File: src/rtl/rect_fill_engine.sv
// Rectangle draw accelerator: latches two corners and a colour, then emits one
// VRAM write per cycle in raster order (filled or 1-pixel outline), clipped to VRAM.
// Ports: Clock/Reset (async active-low); iStart + iX0/iY0/iX1/iY1/iColor/iOutline
// command; iWrReady back-pressure; oWrEnable/oWrAddress/oWrColor write port;
// oBusy during SETUP/RUN; oDone one-cycle completion pulse.
module rect_fill_engine #(
    parameter int VRAM_W  = 80,
    parameter int VRAM_H  = 60,
    parameter int COORD_W = 16,
    parameter int COLOR_W = 3,
    parameter int ADDR_W  = 16
) (
    input  logic               Clock,
    input  logic               Reset,
    input  logic               iStart,
    input  logic [COORD_W-1:0] iX0,
    input  logic [COORD_W-1:0] iY0,
    input  logic [COORD_W-1:0] iX1,
    input  logic [COORD_W-1:0] iY1,
    input  logic [COLOR_W-1:0] iColor,
    input  logic               iOutline,
    input  logic               iWrReady,
    output logic               oWrEnable,
    output logic [ADDR_W-1:0]  oWrAddress,
    output logic [COLOR_W-1:0] oWrColor,
    output logic               oBusy,
    output logic               oDone
);

    localparam int CW1 = COORD_W + 1;
    localparam logic [CW1-1:0] XLIM = CW1'(VRAM_W - 1);
    localparam logic [CW1-1:0] YLIM = CW1'(VRAM_H - 1);

    typedef enum logic [1:0] {IDLE, SETUP, RUN, DONE} state_t;

    state_t state, state_nxt;

    logic [COORD_W-1:0] ax, ay, bx, by;
    logic [COLOR_W-1:0] color_q;
    logic               outline_q;
    logic [COORD_W-1:0] xmin, xmax, ymin, ymax;
    logic [COORD_W-1:0] x, y, x_nxt, y_nxt;

    // Corner ordering and clipping, one bit wider so nothing wraps.
    logic [CW1-1:0] ax_e, ay_e, bx_e, by_e;
    logic [CW1-1:0] lo_x, hi_x, lo_y, hi_y, hi_xc, hi_yc;
    logic           empty;

    assign ax_e  = {1'b0, ax};
    assign ay_e  = {1'b0, ay};
    assign bx_e  = {1'b0, bx};
    assign by_e  = {1'b0, by};
    assign lo_x  = (ax_e < bx_e) ? ax_e : bx_e;
    assign hi_x  = (ax_e < bx_e) ? bx_e : ax_e;
    assign lo_y  = (ay_e < by_e) ? ay_e : by_e;
    assign hi_y  = (ay_e < by_e) ? by_e : ay_e;
    assign hi_xc = (hi_x > XLIM) ? XLIM : hi_x;
    assign hi_yc = (hi_y > YLIM) ? YLIM : hi_y;
    assign empty = (lo_x > XLIM) || (lo_y > YLIM);

    logic last_col, last_row, inner_row;

    assign last_col  = (x == xmax);
    assign last_row  = (y == ymax);
    // Interior rows of an outline only touch their two edge pixels.
    assign inner_row = outline_q && (y != ymin) && (y != ymax);

    always_ff @(posedge Clock or negedge Reset) begin
        if (!Reset) state <= IDLE;
        else        state <= state_nxt;
    end

    always_comb begin
        state_nxt = state;
        x_nxt     = x;
        y_nxt     = y;
        unique case (state)
            IDLE: begin
                if (iStart) state_nxt = SETUP;
            end
            SETUP: begin
                x_nxt     = lo_x[COORD_W-1:0];
                y_nxt     = lo_y[COORD_W-1:0];
                state_nxt = empty ? DONE : RUN;
            end
            RUN: begin
                if (iWrReady) begin
                    if (last_col) begin
                        if (last_row) begin
                            state_nxt = DONE;
                        end else begin
                            x_nxt = xmin;
                            y_nxt = y + COORD_W'(1);
                        end
                    end else if (inner_row && x == xmin) begin
                        x_nxt = xmax;
                    end else begin
                        x_nxt = x + COORD_W'(1);
                    end
                end
            end
            DONE: state_nxt = IDLE;
            default: state_nxt = IDLE;
        endcase
    end

    always_ff @(posedge Clock or negedge Reset) begin
        if (!Reset) begin
            ax        <= '0;
            ay        <= '0;
            bx        <= '0;
            by        <= '0;
            color_q   <= '0;
            outline_q <= 1'b0;
            xmin      <= '0;
            xmax      <= '0;
            ymin      <= '0;
            ymax      <= '0;
            x         <= '0;
            y         <= '0;
        end else begin
            if (state == IDLE && iStart) begin
                ax        <= iX0;
                ay        <= iY0;
                bx        <= iX1;
                by        <= iY1;
                color_q   <= iColor;
                outline_q <= iOutline;
            end
            if (state == SETUP) begin
                xmin <= lo_x[COORD_W-1:0];
                xmax <= hi_xc[COORD_W-1:0];
                ymin <= lo_y[COORD_W-1:0];
                ymax <= hi_yc[COORD_W-1:0];
            end
            x <= x_nxt;
            y <= y_nxt;
        end
    end

    logic [ADDR_W-1:0] row_base;

    assign row_base   = ADDR_W'(y) * ADDR_W'(VRAM_W);
    assign oWrEnable  = (state == RUN);
    assign oWrAddress = (state == RUN) ? row_base + ADDR_W'(x) : '0;
    assign oWrColor   = (state == RUN) ? color_q : '0;
    assign oBusy      = (state == SETUP) || (state == RUN);
    assign oDone      = (state == DONE);

endmodule

File: config.mk
export PLATFORM = sky130hd
export DESIGN_NAME = rect_fill_engine
export DESIGN_NICKNAME = d
export VERILOG_FILES = /design/src/rtl/rect_fill_engine.sv
export SDC_FILE = /design/constraint.sdc
export NUM_CORES = 1
export LEC_CHECK = 0
export CAP_MARGIN = 30
export CORE_ASPECT_RATIO = 2
export CORE_UTILIZATION = 35
export CTS_CLUSTER_DIAMETER = 50
export DETAILED_ROUTE_END_ITERATION = 16
export DONT_BUFFER_PORTS = 1
export PLACE_DENSITY_LB_ADDON = 0.15
export SYNTH_ARGS = -nofsm -noshare
export SYNTH_HDL_FRONTEND = slang
export SYNTH_SLANG_ARGS = --single-unit
File: constraint.sdc
create_clock -name Clock -period 3.5 [get_ports Clock]
set_clock_uncertainty 0.1 [all_clocks]
set_input_delay 0 -clock Clock [delete_from_list [all_inputs] [get_ports Clock]]
set_output_delay 0 -clock Clock [all_outputs]
set_load 0.1 [all_outputs]
==> results.yml <==
global_route:
  grt_usage: 0.213
  grt_pass1_vias: 8592
  grt_pass1_wl_mm: 48.0
  antenna_found_initial: 0
  gr-total-overflow: 0
  grt_max_degree: 167
final_layout:
  drive_above_1_share: 0.199
  final_nets: 1292
  syn2layout_area_growth_pct: 23.4
  num-fill-cells: 2924
  antenna_cells: 0
  final_util: 0.437
logic_synthesis:
  async_flop_share: 1.00
  synth_common_cells: "166 x dfrtp_1, 71 x mux2_2, 68 x nand2_1"
  syn_nets: 1200
  synth.most_common_cell: "dfrtp_1"
  synthTopCellsByArea: "dfrtp_1 40%, ha_1 7.8%, mux2_2 7.7%"
  yosys_warnings: 0
  yosysTopAreaCellShare: 0.399
  synth_edf_count: 0
  synth_top_area_cell: "dfrtp_1"
  synth_ff_type: "dfrtp_1"
  netlist_instances: 1061
  synth.avg_cell_area_um2: 9.82
  synth_sequential_area_ratio: 0.399
  syn_area_mm2: 0.0104
  synth_cell_types: 61
  ys_ff_latch: 166
outcome:
  violations: "hold timing, setup timing"
  outcome: "complete, but fails checks"
sta:
  fin_crit_sh: 1.04
  setup-tns-final_ps: -272
  final.min_clock_period_ps: 3630
  timing.fmax_mhz: 275
  setup_viol: 3
  rsz0062_at_grt: "true"
  fin_ws_ps: -135
  hold_violations: 166
  drv_slew: 0
  worst_pin_slew_ps: 798
  worst_hold_slack_ps: -849
  relSlewSlack: 0.463
critical_path:
  cp_slowest_stage_delay_ps: 520
  slowest_stage: "fa_2"
  crit_path_end_kind: "output port"
  crit_buf_inv: 3
  worstSetupStartpointType: "register"
  crit_type: "register to output port"
  critPathMaxFanout: 3
  arrival_ps: 3530
  timing.critical_path.mode_cell: "ha_4"
  path_delay_family: "adder cells"
  required_ps: 3400
  worstPathCellList: "ha_4, ha_4, inv_2, fa_2, inv_2, ha_4, nor2b_4, o21a_1, o41a_1, a31oi_4, mux2i_4, buf_12"
cts:
  root_buffer: "clkbuf_16"
  cts_inserted_buffers: 17
  htree_levels: 4
  postCtsHoldBufs: 70
  clk_latency_ps: 450
  cts_sinks: 166
  clockBufferDepth: 2
  cts_tree: "yes"
  cts.clk_slew.worst_paths_ps: 70
placed_design:
  place_congestion: 0.862
  portBuffers: 0
  dp_hpwl_mm: 22.8
routing:
  drc_errors: 0
  wl_per_cell_um: 19.7
  viasPerCell: 5.33
  drt_wl_total_mm: 30.2
  drtAntennaViolNets: 0
  drt_iter0_markers: 326
  drt-pass1-iter-count: 4
  vias: 8150
floorplanning:
  ios: 94
  start_util: 0.355
  die-area_mm2: 0.0305
  rows: 89
  die_h_um: 246
  die_w_um: 124
  coreArea_mm2: 0.0294
min_path:
  hold_class: "input pin to async pin"
run:
  cap_viol_max_count: 0
-- layout make-up --
cell class	instances	area (um2)	area share
multi-input combinational	778	6070	0.472
sequential	166	4160	0.323
timing repair buffer	143	1370	0.106
clock buffer	20	467	0.0363
tap	364	455	0.0354
inverter	47	176	0.0137
clock inverter	12	164	0.0127
-- what timing repair did --
item,4_1_cts,5_1_grt
endpoints found under the hold margin,237,166
buffers inserted,6,2
cloned,0,0
endpoints found under the setup margin,5,5
resized for setup,29,10
pin swaps,21,26
-- cells in the final DEF (no fill, tap or decap), types with 11 or more instances in the layout --
| cell | count |
|---|---|
| dfrtp_1 | 165 |
| mux2_2 | 71 |
| dlygate4sd3_1 | 70 |
| nand2_1 | 67 |
| buf_4 | 64 |
| xor2_1 | 58 |
| nor2_1 | 57 |
| ha_1 | 52 |
| a21oi_1 | 49 |
| inv_1 | 45 |
| mux2i_1 | 44 |
| xnor2_1 | 37 |
| o21ai_0 | 29 |
| and2_1 | 28 |
| nor2b_1 | 26 |
| nor3_1 | 25 |
| nand3_1 | 22 |
| nor4_1 | 20 |
| nand4_1 | 19 |
| a31oi_1 | 18 |
| clkbuf_16 | 17 |
| o32ai_1 | 15 |
| a21o_1 | 11 |
| o21a_1 | 11 |
| o211ai_1 | 11 |
-- per-stage QoR --
step | worst slack (ps) | hold slack (ps) | std cells | area, um2
detailed placement | 81.4 | -387 | 1421 | 11300
global route | -329 | -877 | 1530 | 12900
finish | -135 | -849 | 1530 | 12900
CTS | -180 | -877 | 1529 | 12800
global placement | 69.8 | -388 | 1420 | 11200
floorplan | -371 | -396 | 1061 | 10500
-- worst paths after layout --
kind / startpoint / cells past startpoint / end / slack [ps]
min in group Clock: iStart / 3 / by[1]$_DFFE_PN0P_ / 20
worst max register to register: x[1]$_DFFE_PN0P_ / 8 / x[1]$_DFFE_PN0P_ / 390
worst min register to register: color_q[1]$_DFFE_PN0P_ / 1 / color_q[1]$_DFFE_PN0P_ / 400
max in group asynchronous: Reset / 0 / y[1]$_DFFE_PN0P_ / 3750
worst max-delay path: y[1]$_DFFE_PN0P_ / 12 / oWrAddress[14] / -130
worst min-delay path: Reset / 0 / x[4]$_DFFE_PN0P_ / -850
-- cell families after synthesis --
logic type / Yosys count / share of synthesized area
buffers and inverters: 117 / 0.0468
adders and majority gates: 67 / 0.0819
DFF: 166 / 0.399
xor gates and xnor gates: 96 / 0.0807
and+or+nand+nor: 308 / 0.151
AOI/OAI and AO/OA: 191 / 0.121
muxes: 116 / 0.120
-- sequential cells by signal, summed over array words and instances (netlist names) --
register / cells
x: 16
outline_q: 1
ax: 16
ymin: 16
y: 16
ay: 16
by: 16
xmax: 16
bx: 16
color_q: 3
ymax: 16
state: 2
xmin: 16
-- routing by layer --
metal / vias up / global-route usage / share of wire
met5: - / 0 / 0
met4: 0 / 0.100 / 0.041
met3: 55 / 0.0359 / 0.026
met2: 163 / 0.399 / 0.56
met1: 3983 / 0.223 / 0.37
li1: 3949 / - / -
Power is not shown: default switching activity piles up to over one toggle a cycle in this logic, so the estimate is an artifact.
